--- config.mk ---
export PLATFORM = sky130hd
export DESIGN_NAME = pe_bus_arbiter
export DESIGN_NICKNAME = d
export VERILOG_FILES = /design/src/rtl/pe_bus_arbiter.sv
export SDC_FILE = /design/constraint.sdc
export NUM_CORES = 1
export LEC_CHECK = 0
export ABC_CLOCK_PERIOD_IN_PS = 2100
export CAP_MARGIN = 20
export CORE_MARGIN = 8
export CORE_UTILIZATION = 30
export DETAILED_ROUTE_END_ITERATION = 6
export PLACE_DENSITY_LB_ADDON = 0.3
export REMOVE_ABC_BUFFERS = 1
export SLEW_MARGIN = 30
export SYNTH_ARGS = -nofsm -noshare
export SYNTH_HDL_FRONTEND = slang
export SYNTH_SLANG_ARGS = --single-unit
--- constraint.sdc ---
create_clock -name clk -period 2.1 [get_ports clk]
set_input_delay 0.42 -clock clk [delete_from_list [all_inputs] [get_ports clk]]
set_output_delay 0.42 -clock clk [all_outputs]
set_load 0.02 [all_outputs]
--- src/rtl/pe_bus_arbiter.sv ---
// Round-robin bus arbiter for NUM_PE processing elements with a one-cycle dead slot between tenures.
// Latency: request to grant is one clock; a dropped request releases the bus at the next edge.
// Backpressure: a grant holds until its owner drops its request (bounded by the ARB_WATCHDOG_EN hold watchdog).
module pe_bus_arbiter #(
  parameter int NUM_PE   = 4,
  parameter int MAX_HOLD = 64
) (
  input  logic              clk,
  input  logic              reset,
  input  logic [NUM_PE-1:0] bus_request,
  output logic [NUM_PE-1:0] grant,
  output logic [2:0]        grant_id,
  output logic              bus_busy,
  output logic              timeout_err,
  output logic [2:0]        timeout_id
);

  typedef enum logic [1:0] {IDLE, GRANT, RELEASE} state_t;

  // Reject parameter values the encodings cannot represent.
  if (NUM_PE < 2 || NUM_PE > 8) begin : g_bad_num_pe
    $error("pe_bus_arbiter: NUM_PE must be 2..8");
  end
  if (MAX_HOLD < 2 || MAX_HOLD > 255) begin : g_bad_max_hold
    $error("pe_bus_arbiter: MAX_HOLD must be 2..255");
  end

  state_t            state, state_nxt;
  logic [NUM_PE-1:0] grant_nxt;
  logic [2:0]        grant_id_nxt;
  logic [2:0]        last_id, last_id_nxt;
  logic              win_vld;
  logic [2:0]        win_id;
  logic [2:0]        cand;
  logic              req_cur;

`ifdef ARB_WATCHDOG_EN
  logic [7:0] hold_cnt, hold_cnt_nxt;
  logic       timeout_err_nxt;
  logic [2:0] timeout_id_nxt;
`endif

  // Current owner still wants the bus (grant is one-hot, so this selects its request bit).
  assign req_cur  = |(bus_request & grant);
  assign bus_busy = |grant;

  // Round-robin search upward from last_id+1; walking offsets downward lets the nearest requester win.
  always_comb begin
    win_vld = 1'b0;
    win_id  = '0;
    cand    = '0;
    for (int k = NUM_PE; k >= 1; k--) begin
      cand = 3'((int'(last_id) + k) % NUM_PE);
      if ((bus_request & (NUM_PE'(1) << cand)) != '0) begin
        win_vld = 1'b1;
        win_id  = cand;
      end
    end
  end

  // Next-state and next-output logic for the IDLE/GRANT/RELEASE tenure machine.
  always_comb begin
    state_nxt    = state;
    grant_nxt    = grant;
    grant_id_nxt = grant_id;
    last_id_nxt  = last_id;
`ifdef ARB_WATCHDOG_EN
    hold_cnt_nxt    = hold_cnt;
    timeout_err_nxt = 1'b0;
    timeout_id_nxt  = timeout_id;
`endif
    case (state)
      IDLE, RELEASE: begin
        if (win_vld) begin
          state_nxt    = GRANT;
          grant_nxt    = NUM_PE'(1) << win_id;
          grant_id_nxt = win_id;
          last_id_nxt  = win_id;
`ifdef ARB_WATCHDOG_EN
          hold_cnt_nxt = 8'd1;
`endif
        end else begin
          state_nxt    = IDLE;
          grant_nxt    = '0;
          grant_id_nxt = '0;
        end
      end
      GRANT: begin
        if (!req_cur) begin
          // Owner let go: free the bus and insert the dead cycle. Other requesters never preempt.
          state_nxt    = RELEASE;
          grant_nxt    = '0;
          grant_id_nxt = '0;
`ifdef ARB_WATCHDOG_EN
        end else if (hold_cnt == 8'(MAX_HOLD)) begin
          // Tenure overran: revoke without masking the owner; it re-competes at lowest priority.
          state_nxt       = RELEASE;
          grant_nxt       = '0;
          grant_id_nxt    = '0;
          timeout_err_nxt = 1'b1;
          timeout_id_nxt  = grant_id;
        end else begin
          hold_cnt_nxt = (hold_cnt == 8'd255) ? hold_cnt : hold_cnt + 8'd1;
`endif
        end
      end
      default: begin
        state_nxt    = IDLE;
        grant_nxt    = '0;
        grant_id_nxt = '0;
      end
    endcase
  end

  // State register; last_id resets to NUM_PE-1 so PE 0 wins first after reset.
  always_ff @(posedge clk) begin
    if (!reset) begin
      state    <= IDLE;
      grant    <= '0;
      grant_id <= '0;
      last_id  <= 3'(NUM_PE - 1);
    end else begin
      state    <= state_nxt;
      grant    <= grant_nxt;
      grant_id <= grant_id_nxt;
      last_id  <= last_id_nxt;
    end
  end

`ifdef ARB_WATCHDOG_EN
  // Hold counter and timeout reporting registers.
  always_ff @(posedge clk) begin
    if (!reset) begin
      hold_cnt    <= '0;
      timeout_err <= 1'b0;
      timeout_id  <= '0;
    end else begin
      hold_cnt    <= hold_cnt_nxt;
      timeout_err <= timeout_err_nxt;
      timeout_id  <= timeout_id_nxt;
    end
  end
`else
  assign timeout_err = 1'b0;
  assign timeout_id  = 3'd0;
`endif

endmodule

==> flow_summary.yaml <==
die:
  die_y_um: 63.4
  start_util_pct: 31.0
  die_w_um: 63.4
  io_pins: 18
  num_rows: 17
  core_um2: 2170
  design.die.area_um2: 4020
clocking:
  cts.htree.levels: 1
  cts_inserted_buffers: 3
  clockBufferDepth: 2
  tritoncts: "yes"
  clk_latency_ns: 0.25
  clock_sinks: 10
  cts_root_buf: "clkbuf_4"
  cts_setup_buffers: 0
  clk_pin_slew_ns: 0.06
  cts_hold_buffers: 0
critical_path:
  path_max_fanout: 5
  required_ns: 2.25
  end_kind: "register"
  crit_type: "in2reg"
  cp.arrival_ns: 2.16
  worst_setup_path_start_kind: "input pin"
  r2r_slack_ns: 0.12
synth:
  yosys.area.top_type: "dfxtp_1"
  ys_warn_count: 0
  async_flop_share_pct: 0
  synth_top_family_by_area: "compound AO/OA/AOI/OAI gates"
  ys_ff_latch: 10
  synth_most_common_cell: "dfxtp_1"
  syn_inst: 71
  synth_adder_area_share_pct: 7.43
  synth_top_area_share_pct: 29.7
  synth_compound_area_share_pct: 37.2
  synth.distinct_cells: 32
  synth_edf_count: 0
  synthMuxAreaShare_pct: 3.72
  synth_seq_area_share_pct: 29.7
  synth_ff_type: "dfxtp_1"
  syn-cell-area_um2: 673
  synth.area.top_cells: "dfxtp_1, a22oi_2, a32o_1, ha_1, buf_4"
  avgSynthCellArea_um2: 9.48
  synthSimpleGateAreaFrac_pct: 13.6
  synth-xor-area-share_pct: 0
  synth_commonest_cells: "dfxtp_1, a22oi_2, a32o_1, buf_4, nand2_1"
timing:
  period_share_pct: 95.7
  setup_slack_ns: 0.0893
  finalClockSkew_ns: 0.00550
  fin_crit_ns: 2.01
  rsz0062_at_grt: "yes"
  finalSetupViolations: 0
  drv_slew: 0
  hold_violations: 0
  max_freq_mhz: 497
place:
  dp_cells: 119
  numPortBuffers: 12
  post-place-ws_ns: -0.169
  dpl.hpwl_mm: 1.32
  place_congestion: 0.781
worst_hold_path:
  holdCritPathClass: "reg2reg"
finish:
  area_growth_pct: 36.4
  utilization_pct: 42.3
  layout.nets: 106
  fin_cells: 122
  multi_input_area_um2: 450
  drive_above_1_share_pct: 26.6
  antenna_cells: 0
  nFillCells: 214
  regArea_um2: 201
routing:
  first_pass_iters: 4
  post_drt_wl_per_cell_um: 13.2
  drc: 0
  wirelength_mm: 1.61
  antenna_left: 0
  vias: 636
  via_per_inst: 5.21
  drt_iter0_markers: 22
global_routing:
  grt_pass1_vias: 632
  grt_first_pass_wirelength_mm: 2.91
  antenna_found_initial: 0
  grt.overflow.total: 0
  grt_use_total_pct: 8.64
  grt_start_max_net_pins: 12
power:
  max-vdd-ir-drop_v: 0.000690
  p_leak_nw: 0.386
  power_density_nw_per_um2: 1710
run:
  maxCapViolations: 0
status:
  status: "finished clean"
logic make-up after synthesis:
| logic type | Yosys count |
|---|---|
| and+or+nand+nor | 17 |
| other | 1 |
| muxes | 2 |
| buffers and inverters | 9 |
| DFF | 10 |
| adders and majority gates | 4 |
| AOI/OAI and AO/OA | 28 |
stage by stage:
step	TNS (ns)	hold WS, ns	area (µm²)	power, W
after floorplan	0	0.500	647	0.00101
after detailed placement	-0.990	0.475	877	0.00142
after global placement	-0.989	0.459	877	0.00142
after CTS	0	0.490	900	0.00155
final	0	0.479	918	0.00157
after global routing	-0.122	0.543	918	0.00171
cell usage in the layout, fill, tap and decap left out, drive strengths merged, types with 2 or more instances in the layout:
master,netlist,routed
a31oi,3,3
nor3,2,2
nand2,6,6
clkbuf,1,3
dfxtp,10,10
o31a,2,2
and2,2,2
a22oi,8,8
a21oi,2,2
inv,3,3
a32o,5,5
buf,5,10
nor2,2,2
conb,1,5
ha,4,4
clkdlybuf4s50,0,11
area by class of cell:
type | instances | share of cell area, %
multi-input cells | 56 | 49.0
flip-flops and latches | 10 | 21.9
repair buffers | 22 | 21.5
well taps | 28 | 3.81
clock buffers | 3 | 2.45
inverters | 3 | 1.23
state kept, by name, indices dropped and copies added, names as in the netlist:
register / count
grant_id: 2
grant: 4
state: 2
last_id: 2
per-layer routing:
layer	vias to the layer above	global-route usage [%]	wire (µm)
met3	2	2.47	80
met4	0	3.34	9
li1	317	-	-
met2	14	13.4	769
met5	-	0	0
met1	303	10.9	755
worst max-delay path, stage by stage:
cell and delay [ns]:
clkdlybuf4s50_1 0.52, a22oi_2 0.29, nand2_2 0.12, mux2_4 0.30, o31a_1 0.27, a32o_1 0.25
worst paths after layout:
kind,startpoint,endpoint,cells past startpoint
min,grant_id[1],grant_id[1],1
max reg2reg,last_id[1],grant[0],7
max,bus_request[2],grant[0],6
min reg2reg,grant_id[1],grant_id[1],1
power by group:
group / leakage, nW / total (W) / internal [W] / switching (W)
clock: 0.0138 / 0.000122 / 0.0000657 / 0.0000564
sequential: 0.0820 / 0.000333 / 0.000271 / 0.0000623
combinational: 0.290 / 0.00112 / 0.000545 / 0.000573
timing repair:
action | in CTS | in global routing
resized for setup | 0 | 5
setup endpoints to repair | 0 | 9
endpoints found under the hold margin | 0 | 0
No activity file was read; power rests on OpenSTA's default activity.
